==> src/rtl/snn_input_dbuf_if.sv <==
// rtl/snn_input_dbuf_if.sv - UART byte, image handshake and pixel read port bundle for snn_input_dbuf
interface snn_input_dbuf_if #(
  parameter int BYTE_W = 8,
  parameter int ADDR_W = 10
);
  logic [BYTE_W-1:0] rx_data;
  logic              rx_rdy;
  logic              img_valid;
  logic              img_ack;
  logic              core_done;
  logic [ADDR_W-1:0] rd_addr;
  logic              rd_data;
  logic              busy;
  logic              overflow;

  modport master (
    output rx_data, rx_rdy, img_ack, core_done, rd_addr,
    input  img_valid, rd_data, busy, overflow
  );

  modport slave (
    input  rx_data, rx_rdy, img_ack, core_done, rd_addr,
    output img_valid, rd_data, busy, overflow
  );
endinterface

==> src/rtl/snn_input_dbuf.sv <==
// rtl/snn_input_dbuf.sv - ping-pong 1-bit-per-pixel image buffer between the UART receiver and snn_core
// One bank loads from UART bytes while the core reads the other through a 1-cycle bit port.
module snn_input_dbuf #(
  parameter int NUM_PIX = 784,
  parameter int BYTE_W  = 8,
  parameter int ADDR_W  = 10
) (
  input logic            clk,
  input logic            rst_n,
  snn_input_dbuf_if.slave bus
);

  localparam int NUM_BYTES = NUM_PIX / BYTE_W;
  localparam int CNT_W     = (NUM_BYTES > 1) ? $clog2(NUM_BYTES) : 1;
  localparam logic [CNT_W-1:0]  LAST_BYTE = CNT_W'(NUM_BYTES - 1);
  localparam logic [ADDR_W:0]   PIX_LIMIT = (ADDR_W + 1)'(NUM_PIX);

  typedef enum logic {RD_IDLE, RD_BUSY} rd_state_e;

  rd_state_e         state_q, state_d;
  logic              wr_bank_q, wr_bank_d;
  logic [CNT_W-1:0]  byte_cnt_q, byte_cnt_d;
  logic [1:0]        full_q, full_d;
  logic              rd_bank_q, rd_bank_d;
  logic              img_valid_q, img_valid_d;
  logic              rd_data_q, rd_data_d;
  logic              overflow_q, overflow_d;
  logic [1:0]        claim_mask;

  logic [NUM_PIX-1:0] bank0_q, bank1_q;
  logic               wr_en;
  logic [ADDR_W-1:0]  wr_base;

  // A full bank is never written, so the bank under read is never disturbed.
  assign wr_en   = bus.rx_rdy && !full_q[wr_bank_q];
  assign wr_base = ADDR_W'(byte_cnt_q) * ADDR_W'(BYTE_W);

  always_comb begin
    full_d      = full_q;
    wr_bank_d   = wr_bank_q;
    byte_cnt_d  = byte_cnt_q;
    overflow_d  = overflow_q;
    state_d     = state_q;
    rd_bank_d   = rd_bank_q;
    claim_mask  = 2'b00;
    img_valid_d = 1'b0;
    rd_data_d   = 1'b0;

    if (bus.rx_rdy) begin
      if (full_q[wr_bank_q]) begin
        overflow_d = 1'b1;
      end else if (byte_cnt_q == LAST_BYTE) begin
        full_d[wr_bank_q] = 1'b1;
        wr_bank_d         = ~wr_bank_q;
        byte_cnt_d        = '0;
      end else begin
        byte_cnt_d = byte_cnt_q + 1'b1;
      end
    end

    case (state_q)
      RD_IDLE: begin
        // With both banks full the write pointer sits on the older image.
        if (bus.img_ack && img_valid_q) begin
          rd_bank_d = full_q[wr_bank_q] ? wr_bank_q : ~wr_bank_q;
          state_d   = RD_BUSY;
        end
      end
      RD_BUSY: begin
        if (bus.core_done) begin
          full_d[rd_bank_q] = 1'b0;
          state_d           = RD_IDLE;
        end
      end
      default: state_d = RD_IDLE;
    endcase

    if (state_d == RD_BUSY) begin
      claim_mask = rd_bank_d ? 2'b10 : 2'b01;
    end
    img_valid_d = |(full_d & ~claim_mask);

    if ({1'b0, bus.rd_addr} < PIX_LIMIT) begin
      rd_data_d = rd_bank_q ? bank1_q[bus.rd_addr] : bank0_q[bus.rd_addr];
    end
  end

  always_ff @(posedge clk or negedge rst_n) begin
    if (!rst_n) begin
      state_q     <= RD_IDLE;
      wr_bank_q   <= 1'b0;
      byte_cnt_q  <= '0;
      full_q      <= 2'b00;
      rd_bank_q   <= 1'b0;
      img_valid_q <= 1'b0;
      rd_data_q   <= 1'b0;
      overflow_q  <= 1'b0;
    end else begin
      state_q     <= state_d;
      wr_bank_q   <= wr_bank_d;
      byte_cnt_q  <= byte_cnt_d;
      full_q      <= full_d;
      rd_bank_q   <= rd_bank_d;
      img_valid_q <= img_valid_d;
      rd_data_q   <= rd_data_d;
      overflow_q  <= overflow_d;
    end
  end

  // Pixel storage is left uncleared; cleared full flags make stale contents unreachable.
  always_ff @(posedge clk) begin
    if (wr_en) begin
      if (wr_bank_q) begin
        bank1_q[wr_base +: BYTE_W] <= bus.rx_data;
      end else begin
        bank0_q[wr_base +: BYTE_W] <= bus.rx_data;
      end
    end
  end

  assign bus.img_valid = img_valid_q;
  assign bus.busy      = (state_q == RD_BUSY);
  assign bus.rd_data   = rd_data_q;
  assign bus.overflow  = overflow_q;

endmodule

==> src/flat_wrapper.sv <==
// flat-port wrapper written by rule: the top's interface ports become plain ports
module snn_input_dbuf_flat 
#(
  parameter int NUM_PIX = 784,
  parameter int BYTE_W  = 8,
  parameter int ADDR_W  = 10
)
  (clk, rst_n, bus_rx_data, bus_rx_rdy, bus_img_ack, bus_core_done, bus_rd_addr, bus_img_valid, bus_rd_data, bus_busy, bus_overflow);
  snn_input_dbuf_if #(.BYTE_W(BYTE_W), .ADDR_W(ADDR_W)) bus_i ();
  input logic clk;
  input logic rst_n;
  input wire logic [$bits(bus_i.rx_data)-1:0] bus_rx_data;
  input wire logic [$bits(bus_i.rx_rdy)-1:0] bus_rx_rdy;
  input wire logic [$bits(bus_i.img_ack)-1:0] bus_img_ack;
  input wire logic [$bits(bus_i.core_done)-1:0] bus_core_done;
  input wire logic [$bits(bus_i.rd_addr)-1:0] bus_rd_addr;
  output wire logic [$bits(bus_i.img_valid)-1:0] bus_img_valid;
  output wire logic [$bits(bus_i.rd_data)-1:0] bus_rd_data;
  output wire logic [$bits(bus_i.busy)-1:0] bus_busy;
  output wire logic [$bits(bus_i.overflow)-1:0] bus_overflow;
  assign bus_i.rx_data = bus_rx_data;
  assign bus_i.rx_rdy = bus_rx_rdy;
  assign bus_i.img_ack = bus_img_ack;
  assign bus_i.core_done = bus_core_done;
  assign bus_i.rd_addr = bus_rd_addr;
  assign bus_img_valid = bus_i.img_valid;
  assign bus_rd_data = bus_i.rd_data;
  assign bus_busy = bus_i.busy;
  assign bus_overflow = bus_i.overflow;
  snn_input_dbuf #(.NUM_PIX(NUM_PIX), .BYTE_W(BYTE_W), .ADDR_W(ADDR_W)) u_core (.clk(clk), .rst_n(rst_n), .bus(bus_i));
endmodule
==> config.mk <==
export PLATFORM = sky130hd
export DESIGN_NAME = snn_input_dbuf_flat
export DESIGN_NICKNAME = d
export VERILOG_FILES = /design/src/rtl/snn_input_dbuf_if.sv /design/src/rtl/snn_input_dbuf.sv /design/src/flat_wrapper.sv
export SDC_FILE = /design/constraint.sdc
export NUM_CORES = 2
export LEC_CHECK = 0
export ABC_AREA = 1
export CORE_ASPECT_RATIO = 1.4
export CORE_UTILIZATION = 60
export DETAILED_ROUTE_END_ITERATION = 8
export PLACE_DENSITY = 0.76
export SYNTH_ARGS = -nofsm -noshare
export SYNTH_HDL_FRONTEND = slang
export SYNTH_SLANG_ARGS = --single-unit
==> constraint.sdc <==
create_clock -name clk -period 6.35 [get_ports clk]
set_input_delay 0.635 -clock clk [delete_from_list [all_inputs] [get_ports clk]]
set_output_delay 0.635 -clock clk [all_outputs]
set_load 0.01 [all_outputs]
==> results.ini <==
[critical_path]
critPathMaxStageDelay_ps = 700
path_cells = inv_1 > ha_1 > nand2_1 > nand2_1 > buf_4 > inv_2 > buf_4 > nand2_1 > nor3_2 > nand3_1 > nor2_1
worstPathMaxFanout = 29
path_buf_inv = 4
required_ps = 6770
end_kind = register
cpMaxStageDelayCell = nor2_1
worst_path_dominant_cell_family = simple AND/OR/NAND/NOR gates
crit_type = register to register
crit_path_start_kind = register
crit_top_cell = nand2_1
arrival_ps = 5080

[detailed_routing]
drt_iter0_drc = 7618
viasPerCell = 6.371
firstDrtPassIters = 7
vias = 53370
route.detailed.drc = 0
wl_per_cell_microns = 24.22
ant_nets = 0
wirelength_mm = 202.9

[clock_network]
clockBufferDepth = 3
cts.repair.resized = 0
cts_root_buf = clkbuf_16
hold_buffers = 0
cts_tree = built
worstSkewPairLatency_ps = 790
cts_inserted_buffers = 143
cts_max_level = 4
postCtsSetupBuffers = 0
cts.sinks = 1583
clkTransAtPathRegs_ps = 60

[floorplanning]
initial_utilization_pct = 60.50
die_area_sq_um = 120000
die_y_microns = 409.5
die_x_microns = 293.1
placementRows = 149
coreArea_sq_um = 117600
io_pins = 27

[place]
dp.cells = 8119
portBuffers = 26
dp_hpwl_mm = 125.3
placed_area_sq_um = 72080
routabilityCongestion = 1.045

[yosys]
synth_area_sq_um = 71180
synth-seq-cells = 1583
ys_top_cells_by_count = nand2_1 (1784), edfxtp_1 (1568), nand3_1 (1492)
synthArstFlopShare_pct = 0.9476
synth_edf_count = 1568
avgSynthCellArea_sq_um = 10.24
ys_types = 40
synthTopCellsByArea = edfxtp_1 (66%), nand3_1 (10%), nand2_1 (9.4%), nor2_1 (4.9%), buf_2 (1.8%)
synth.most_common_cell = nand2_1
yosys.area.top_type_share_pct = 66.15
synth_top_cell_by_area = edfxtp_1
syn_inst = 6953
synth-main-ff-cell = edfxtp_1
synth_seq_area_share_pct = 66.68
synth_nets = 6981
yosys_warnings = 0

[worst_hold_path]
hp-class = primary input to asynchronous set/reset pin

[power]
p_comb_share_pct = 23.6
power.share.sequential_pct = 44.6
p_clk_share_pct = 31.8
internal_power_w = 0.01714
pwr_density_cell_nw_per_um2 = 343.3
ir_worst_vdd_mv = 0.5070
p_sw_share_pct = 34.76
power.total_w = 0.02628
p_sw_w = 0.009133
power.static_leakage_nw = 26.84

[sta]
slew_violations = 0
finClkSkew_ps = 22.77
period_share_pct = 73.26
grt_setup_unrepaired = no
fin_crit_ps = 4652
slew_headroom_pct = 13.76
setup_tns_ps = 0
setup_viol = 0
final_hold_viol_count = 0
fmax_ghz = 0.2150
tightest_slew_ps = 1282

[final_layout]
n_fill_cell = 8684
nets = 6708
n_antenna_cell = 0
design_area_sq_um = 76530
area_delta_synth_final_pct = 7.520
regArea_sq_um = 47460
drive_above_1_share_pct = 5.889
multi_input_area_sq_um = 20860
final_cells = 8377

[global_route]
grt_util_all_layers_pct = 33.80
grt_first_pass_wirelength_mm = 301.4
grt_pass1_vias = 51490
antenna_found_initial = 3
grt_max_degree = 205
grt_overflow = 0

[job]
timing.max_cap.violations = 0

[status]
status = finished, final reports clean

[power by group through the flow]
| stage | registers, W | clock network [W] | logic [W] |
|---|---|---|---|
| global placement | 0.0119 | 0 | 0.00578 |
| global route | 0.0117 | 0.00871 | 0.00634 |
| floorplan | 0.0119 | 0 | 0.00368 |
| CTS | 0.0117 | 0.00832 | 0.00589 |
| finish | 0.0117 | 0.00835 | 0.00620 |
| detailed placement | 0.0119 | 0 | 0.00587 |
[through the flow]
stage | hold slack [ps] | utilization, % | setup slack, ps
after detailed placement | 481.2 | 61.27 | 1874
after floorplan | 339.4 | - | 3244
after CTS | 318.1 | 65.04 | 1875
final | 334.7 | 65.05 | 1698
after global routing | 389.1 | 65.05 | 1553
after global placement | 500.0 | 61.27 | 1933
[routing by layer]
metal,track usage [%],routed length [microns]
met1,41.19,66990
met2,55.13,96630
met3,6.597,24990
met4,21.87,14230
met5,0.3252,80
[layout by cell type, fill, tap and decap left out, types with 6 or more instances in the layout]
cell and n:
nor3_2 17, nand4_1 58, clkbuf_1 36, inv_1 92, dfrtp_1 15, o211ai_1 6
a21oi_1 43, clkinv_1 37, clkbuf_16 149, buf_4 86, o21ai_1 17, inv_2 17
nor3_1 146, clkdlybuf4s50_1 21, inv_6 9, o21ai_0 48, nor4_1 59, nand2_1 1778
clkinv_2 19, nor2_1 935, o22ai_1 15, o31ai_1 8, buf_12 18, bufinv_16 8
nor4_2 34, nand3_1 1492, edfxtp_1 1568
[sequential cells by signal (all words and copies together), names as in the netlist]
name                  count
u_core.wr_bank_q          1
u_core.bus.img_valid      1
u_core.bus.overflow       1
u_core.bus.rd_data        1
u_core.full_q             2
u_core.bank0_q          784
u_core.bank1_q          784
u_core.rd_bank_q          1
u_core.byte_cnt_q         7
u_core.bus.busy           1
[final timing paths]
path,from,endpoint,slack (ps),cells past startpoint
worst max register to register,u_core.byte_cnt_q[0]$_DFFE_PN0P_,u_core.bank0_q[35]$_DFFE_PP_,1700,11
worst min-delay path,rst_n,u_core.rd_bank_q$_DFF_PN0_,330,1
max in group asynchronous,rst_n,u_core.byte_cnt_q[5]$_DFFE_PN0P_,5470,1
worst max-delay path,u_core.byte_cnt_q[0]$_DFFE_PN0P_,u_core.bank0_q[35]$_DFFE_PP_,1700,11
min in group clk,u_core.bus.overflow$_DFFE_PN0P_,u_core.bus.overflow$_DFFE_PN0P_,510,1
worst min register to register,u_core.bus.overflow$_DFFE_PN0P_,u_core.bus.overflow$_DFFE_PN0P_,510,1
[cell type report]
| cell class | count | share of cell area (%) |
|---|---|---|
| Sequential cell | 1583 | 62.02 |
| Tap cell | 1585 | 2.591 |
| Inverter | 124 | 0.6638 |
| Timing Repair Buffer | 130 | 1.668 |
| Clock inverter | 72 | 0.7488 |
| Multi-Input combinational cell | 4698 | 27.26 |
| Clock buffer | 185 | 5.049 |
[cells by family (layout without fill, tap and decap cells)]
group	after synthesis	count (layout)	synth area share, %
DFF	1583	1583	66.68
adders and majority gates	5	5	0.08790
buffers and inverters	672	511	4.078
xor gates and xnor gates	1	1	0.01231
AOI/OAI and AO/OA	148	148	1.158
and+or+nand+nor	4544	4544	27.98
Note: power is estimated with default switching activity, not from simulation.
